File: src/rtl/dmem_responder_pkg.sv
// ============================================================================
// Module : dmem_responder_pkg
// Brief  : Shared state encodings, default sizes and pointer helper for the
//          data-memory responder.
// Rev    : 1.0  initial release
// ============================================================================
`default_nettype none

package dmem_responder_pkg;

  localparam int DEF_WIDTH     = 8;
  localparam int DEF_NUM_CORES = 4;
  localparam int CORE_ID_W     = 3;

  localparam logic [1:0] ST_IDLE   = 2'd0;
  localparam logic [1:0] ST_ACCESS = 2'd1;
  localparam logic [1:0] ST_READ   = 2'd2;
  localparam logic [1:0] ST_DONE   = 2'd3;

  // Round-robin successor of a core ID, wrapping at n-1 back to 0.
  function automatic logic [CORE_ID_W-1:0] ptr_inc(input logic [CORE_ID_W-1:0] p,
                                                   input int n);
    if (int'(p) >= n - 1) begin
      return '0;
    end
    return p + CORE_ID_W'(1);
  endfunction

endpackage

`default_nettype wire

File: src/rtl/dmem_responder_rr_arbiter.sv
// ============================================================================
// Module : rr_arbiter
// Brief  : Combinational round-robin picker: first requester at or after the
//          pointer, wrapping to core 0.
// Rev    : 1.0  initial release
// ============================================================================
`default_nettype none

module rr_arbiter
  import dmem_responder_pkg::*;
#(
  parameter int NUM_CORES = DEF_NUM_CORES
) (
  input  logic [NUM_CORES-1:0] i_req,
  input  logic [CORE_ID_W-1:0] i_ptr,
  output logic [NUM_CORES-1:0] o_grant,
  output logic [CORE_ID_W-1:0] o_grant_idx,
  output logic                 o_any
);

  logic [NUM_CORES-1:0] w_hi;
  logic [NUM_CORES-1:0] w_sel;
  logic                 w_found;

  // Requests at or above the pointer win; otherwise fall back to the lowest index.
  always_comb begin
    w_hi = '0;
    for (int b = 0; b < NUM_CORES; b++) begin
      w_hi[b] = i_req[b] && (b >= int'(i_ptr));
    end
    w_sel = (|w_hi) ? w_hi : i_req;
  end

  always_comb begin
    o_grant     = '0;
    o_grant_idx = '0;
    w_found     = 1'b0;
    for (int b = 0; b < NUM_CORES; b++) begin
      if (!w_found && w_sel[b]) begin
        w_found        = 1'b1;
        o_grant[b]     = 1'b1;
        o_grant_idx    = CORE_ID_W'(b);
      end
    end
  end

  assign o_any = |i_req;

endmodule

`default_nettype wire

File: src/rtl/dmem_responder.sv
// ============================================================================
// Module : dmem_responder
// Brief  : Round-robin arbitration of per-core load/store requests onto one
//          single-port synchronous RAM, with one-cycle ack to the winner.
// Rev    : 1.0  initial release
// ============================================================================
`default_nettype none

module dmem_responder
  import dmem_responder_pkg::*;
#(
  parameter int WIDTH     = DEF_WIDTH,
  parameter int NUM_CORES = DEF_NUM_CORES
) (
  input  logic                       Clk,
  input  logic                       Rst,
  input  logic [NUM_CORES-1:0]       req,
  input  logic [NUM_CORES-1:0]       we,
  input  logic [NUM_CORES*WIDTH-1:0] addr,
  input  logic [NUM_CORES*WIDTH-1:0] wdata,
  output logic [NUM_CORES-1:0]       ack,
  output logic [WIDTH-1:0]           rdata,
  output logic                       mem_en,
  output logic                       mem_we,
  output logic [WIDTH-1:0]           mem_addr,
  output logic [WIDTH-1:0]           mem_wdata,
  input  logic [WIDTH-1:0]           mem_rdata
);

  logic [1:0]           r_state;
  logic [CORE_ID_W-1:0] r_ptr;
  logic [CORE_ID_W-1:0] r_grant_idx;
  logic [NUM_CORES-1:0] r_grant;
  logic                 r_we;
  logic [WIDTH-1:0]     r_addr;
  logic [WIDTH-1:0]     r_wdata;
  logic [WIDTH-1:0]     r_rdata;

  logic [NUM_CORES-1:0] w_grant;
  logic [CORE_ID_W-1:0] w_grant_idx;
  logic                 w_any;
  logic                 w_sel_we;
  logic [WIDTH-1:0]     w_sel_addr;
  logic [WIDTH-1:0]     w_sel_wdata;

  rr_arbiter #(
    .NUM_CORES (NUM_CORES)
  ) u_arb (
    .i_req       (req),
    .i_ptr       (r_ptr),
    .o_grant     (w_grant),
    .o_grant_idx (w_grant_idx),
    .o_any       (w_any)
  );

  // One-hot AND-OR select of the winning core's request fields.
  always_comb begin
    w_sel_we    = 1'b0;
    w_sel_addr  = '0;
    w_sel_wdata = '0;
    for (int b = 0; b < NUM_CORES; b++) begin
      if (w_grant[b]) begin
        w_sel_we    = we[b];
        w_sel_addr  = addr[b*WIDTH +: WIDTH];
        w_sel_wdata = wdata[b*WIDTH +: WIDTH];
      end
    end
  end

  // State advances on the falling edge, in step with the core register file.
  always_ff @(negedge Clk) begin
    if (Rst) begin
      r_state     <= ST_IDLE;
      r_ptr       <= '0;
      r_grant_idx <= '0;
      r_grant     <= '0;
      r_we        <= 1'b0;
      r_addr      <= '0;
      r_wdata     <= '0;
      r_rdata     <= '0;
    end else begin
      case (r_state)
        ST_IDLE: begin
          if (w_any) begin
            r_grant     <= w_grant;
            r_grant_idx <= w_grant_idx;
            r_we        <= w_sel_we;
            r_addr      <= w_sel_addr;
            r_wdata     <= w_sel_wdata;
            r_state     <= ST_ACCESS;
          end
        end
        ST_ACCESS: begin
          r_state <= r_we ? ST_DONE : ST_READ;
        end
        ST_READ: begin
          r_rdata <= mem_rdata;
          r_state <= ST_DONE;
        end
        ST_DONE: begin
          r_ptr   <= ptr_inc(r_grant_idx, NUM_CORES);
          r_state <= ST_IDLE;
        end
        default: begin
          r_state <= ST_IDLE;
        end
      endcase
    end
  end

  assign mem_en    = (r_state == ST_ACCESS);
  assign mem_we    = mem_en & r_we;
  assign mem_addr  = r_addr;
  assign mem_wdata = r_wdata;

  assign ack   = (r_state == ST_DONE) ? r_grant : '0;
  assign rdata = r_rdata;

endmodule

`default_nettype wire

File: config.mk
export PLATFORM = sky130hd
export DESIGN_NAME = dmem_responder
export DESIGN_NICKNAME = d
export VERILOG_FILES = /design/src/rtl/dmem_responder_pkg.sv /design/src/rtl/dmem_responder_rr_arbiter.sv /design/src/rtl/dmem_responder.sv
export SDC_FILE = /design/constraint.sdc
export NUM_CORES = 1
export LEC_CHECK = 0
export ABC_AREA = 1
export CAP_MARGIN = 20
export CORE_ASPECT_RATIO = 1.2
export CORE_MARGIN = 2
export CORE_UTILIZATION = 37
export DETAILED_ROUTE_END_ITERATION = 6
export PLACE_DENSITY = 0.8
export SYNTH_ARGS = -nofsm -noshare
export SYNTH_HDL_FRONTEND = slang
export SYNTH_SLANG_ARGS = --single-unit
File: constraint.sdc
create_clock -name Clk -period 1.6 [get_ports Clk]
set_clock_uncertainty 0.1 [all_clocks]
set_input_delay 0.4 -clock Clk [delete_from_list [all_inputs] [get_ports Clk]]
set_output_delay 0.4 -clock Clk [all_outputs]
set_load 0.01 [all_outputs]
==> flow_metrics.py <==
metrics = {
    "outcome": {
        "status": "finished, violations left",
        "violations": "negative setup slack",
    },
    "sta": {
        "slew_headroom": 0.829,
        "tns_ps": -31520,
        "tightest_slew_ps": 256,
        "rsz0062_at_grt": "true",
        "setup_viol": 57,
        "whs_ps": 390,
        "final_hold_viol_count": 0,
        "drv_slew": 0,
        "layout_setup_ws_ps": -935,
    },
    "logic_synthesis": {
        "ys_seq_area_frac": 0.313,
        "syn_nets": 438,
        "ys_top_cells_by_area": "dfxtp_1 31%, nor2_1 12%, inv_1 11%, nand3_1 11%, nand2_1 8.6%",
        "synth_seq_cells": 35,
        "yosys_warnings": 0,
        "yosysTopAreaCellShare": 0.313,
        "synth_cell_types": 26,
        "syn_inst": 351,
        "syn_avg_cell_area_um2": 6.37,
        "syn_area_um2": 2240,
        "synth_area_leader_cell": "dfxtp_1",
    },
    "clocking": {
        "clk_pin_slew_ps": 30,
        "cts_tree": "built",
        "cts_max_level": 2,
        "clk_latency_ps": 400,
        "ctsHoldBuffers": 0,
        "cts_buffers": 5,
        "cts.sinks": 35,
        "cts-root-buf": "clkbuf_8",
        "clock_path_buffers": 2,
    },
    "critical_path": {
        "path_class": "reg -> out",
        "regToRegStartpoint": "r_state[0]$_SDFFE_NP0P_",
        "cp_data_required_time_ps": 1100,
        "reg2reg_slack_ps": -490,
        "arrival_ps": 2040,
        "path_max_fanout": 4,
        "start_kind": "flip-flop",
        "worst_r2r_endpoint": "mem_wdata[6]$_SDFFE_NP0P_",
        "rr_worst_depth": 10,
        "worstSetupEndpointType": "primary output",
    },
    "floorplan": {
        "start_util": 0.377,
        "rows": 31,
        "io_pins": 112,
        "die_y_um": 89.2,
        "die_x_um": 75.0,
        "core-area_um2": 5930,
        "die-area_um2": 6690,
    },
    "pwr": {
        "leakage_nw": 2.43,
        "ir_drop_mv": 0.538,
        "total_power_mw": 5.79,
        "p_per_area_nw_per_um2": 1170,
    },
    "final_layout": {
        "fin_cells": 630,
        "postLayoutCoreUtil": 0.832,
        "syn_to_final_growth_pct": 121,
        "layout.nets": 634,
        "drive_gt1_frac": 0.462,
        "diodes": 0,
    },
    "worst_hold_path": {
        "hold_path_end": "rdata[3]$_SDFFE_NP0N_",
        "hold_path_class": "reg -> reg",
        "hold_depth": 2,
        "min_from": "rdata[3]$_SDFFE_NP0N_",
    },
    "global_route": {
        "antenna_found_initial": 0,
        "grt_pass1_vias": 3125,
        "grt.met2_usage": 0.484,
        "grt_util_met3": 0.0688,
        "use_met1": 0.282,
        "grt_max_degree": 19,
        "grt-busiest-layer": "met2",
        "grt_remaining_overflow": 0,
        "grt_pass1_wl_um": 13700,
        "grt.total_usage": 0.272,
    },
    "route": {
        "antenna_left": 0,
        "num_vias": 3392,
        "drt-total-wl_um": 11800,
        "wire_per_inst_um": 18.7,
        "viasPerCell": 5.38,
        "drc": 0,
        "drtIter0Drc": 300,
        "firstDrtPassIters": 5,
    },
    "placement": {
        "port_buffers": 111,
        "gp_congestion": 0.772,
        "dp.cells": 551,
        "dp_hpwl_um": 5060,
    },
    "run": {
        "maxCapViolations": 0,
    },
}
==> worst max-delay path: stages (launching register included) <==
cell	delay [ps]
dfxtp_4	360
ha_4	170
buf_6	130
nand2_2	70
inv_2	40
buf_6	110
==> cells by family after synthesis <==
group / after synthesis / synth area share
and+or+nand+nor: 184 / 0.380
AOI/OAI and AO/OA: 42 / 0.116
buffers and inverters: 85 / 0.163
adders and majority gates: 5 / 0.0280
DFF: 35 / 0.313
==> flip-flops by register name (all words and copies together) (netlist names) <==
name and count:
mem_addr 8, mem_wdata 8, rdata 8, r_grant 4, r_grant_idx 2, r_ptr 2, r_state 2, r_we 1
==> per-stage QoR <==
stage | setup WS [ps] | cell area [µm²]
after floorplan | -691 | 2450
after global placement | -1330 | 3710
after detailed placement | -1440 | 3710
after CTS | -901 | 4600
after global routing | -959 | 4940
final | -935 | 4940
==> what timing repair did <==
item	in CTS	in global routing
buffers inserted	16	13
gates cloned	9	2
gates resized for setup	283	62
pin swaps	43	40
endpoints found under the setup margin	65	58
==> power breakdown <==
part | switching, mW | leakage, nW | internal [mW] | total [mW]
clock | 0.704 | 0.241 | 0.578 | 1.28
sequential | 0.210 | 0.298 | 1.15 | 1.36
combinational | 1.65 | 1.89 | 1.50 | 3.15
==> synthesized netlist by cell type <==
library cell / n
a21boi_4: 1
a21oi_1: 17
a21oi_2: 8
a31oi_1: 1
buf_1: 1
buf_2: 2
buf_4: 4
buf_6: 3
clkbuf_1: 3
dfxtp_1: 35
ha_1: 5
inv_1: 66
inv_2: 4
inv_4: 2
nand2_1: 51
nand2_2: 2
nand2_4: 1
nand3_1: 47
nand3_2: 8
nand3b_4: 1
nand4_4: 1
nor2_1: 71
nor3_1: 1
o211ai_1: 2
o21ai_0: 13
or2_1: 1
==> worst max-delay path by stage <==
stage                             from                          end  depth (start not counted)
6_report       r_state[1]$_SDFFE_NP0P_                       ack[1]                          5
5_1_grt        r_state[0]$_SDFFE_NP0P_                       ack[1]                          5
4_1_cts        r_state[0]$_SDFFE_NP0P_                       ack[0]                          5
3_5_place_dp                    req[2]  r_grant_idx[1]$_SDFFE_NP0P_                         11
3_3_place_gp                    req[2]  r_grant_idx[1]$_SDFFE_NP0P_                         11
2_1_floorplan                   req[2]  r_grant_idx[1]$_SDFFE_NP0P_                         11
==> area by class of cell <==
class / instances / area [µm²]
repair inverters: 6 / 60.1
inverters: 71 / 332
clock inverters: 38 / 173
repair buffers: 162 / 1770
fillers: 308 / 997
clock buffers: 5 / 68.8
multi-input cells: 231 / 1700
flip-flops and latches: 35 / 738
well taps: 82 / 103
==> layer usage <==
layer,part of all wire,up-vias,wire length [µm]
li1,-,1477,-
met3,0.098,85,1160
met5,0,-,0
met2,0.50,283,5880
met1,0.33,1547,3940
met4,0.070,0,827
==> placed cells by master, fill, tap and decap left out, types with 3 or more instances in the layout <==
| cell | instances |
|---|---|
| inv_1 | 92 |
| clkdlybuf4s50_1 | 68 |
| nor2_1 | 52 |
| buf_6 | 50 |
| nand3_2 | 32 |
| nand2_1 | 25 |
| dfxtp_2 | 24 |
| a21oi_2 | 19 |
| buf_4 | 19 |
| nand3_1 | 17 |
| nand2_4 | 16 |
| nand2_2 | 12 |
| o21ai_1 | 10 |
| nor2_4 | 10 |
| nor2_2 | 9 |
| dfxtp_1 | 9 |
| buf_12 | 7 |
| nand3_4 | 6 |
| a21oi_1 | 6 |
| inv_2 | 6 |
| dlygate4sd2_1 | 6 |
| inv_4 | 5 |
| inv_8 | 5 |
| clkbuf_8 | 5 |
| buf_8 | 5 |
| clkinv_8 | 3 |
| o21ai_2 | 3 |
| ha_1 | 3 |
(Power assumes the default switching activity.)
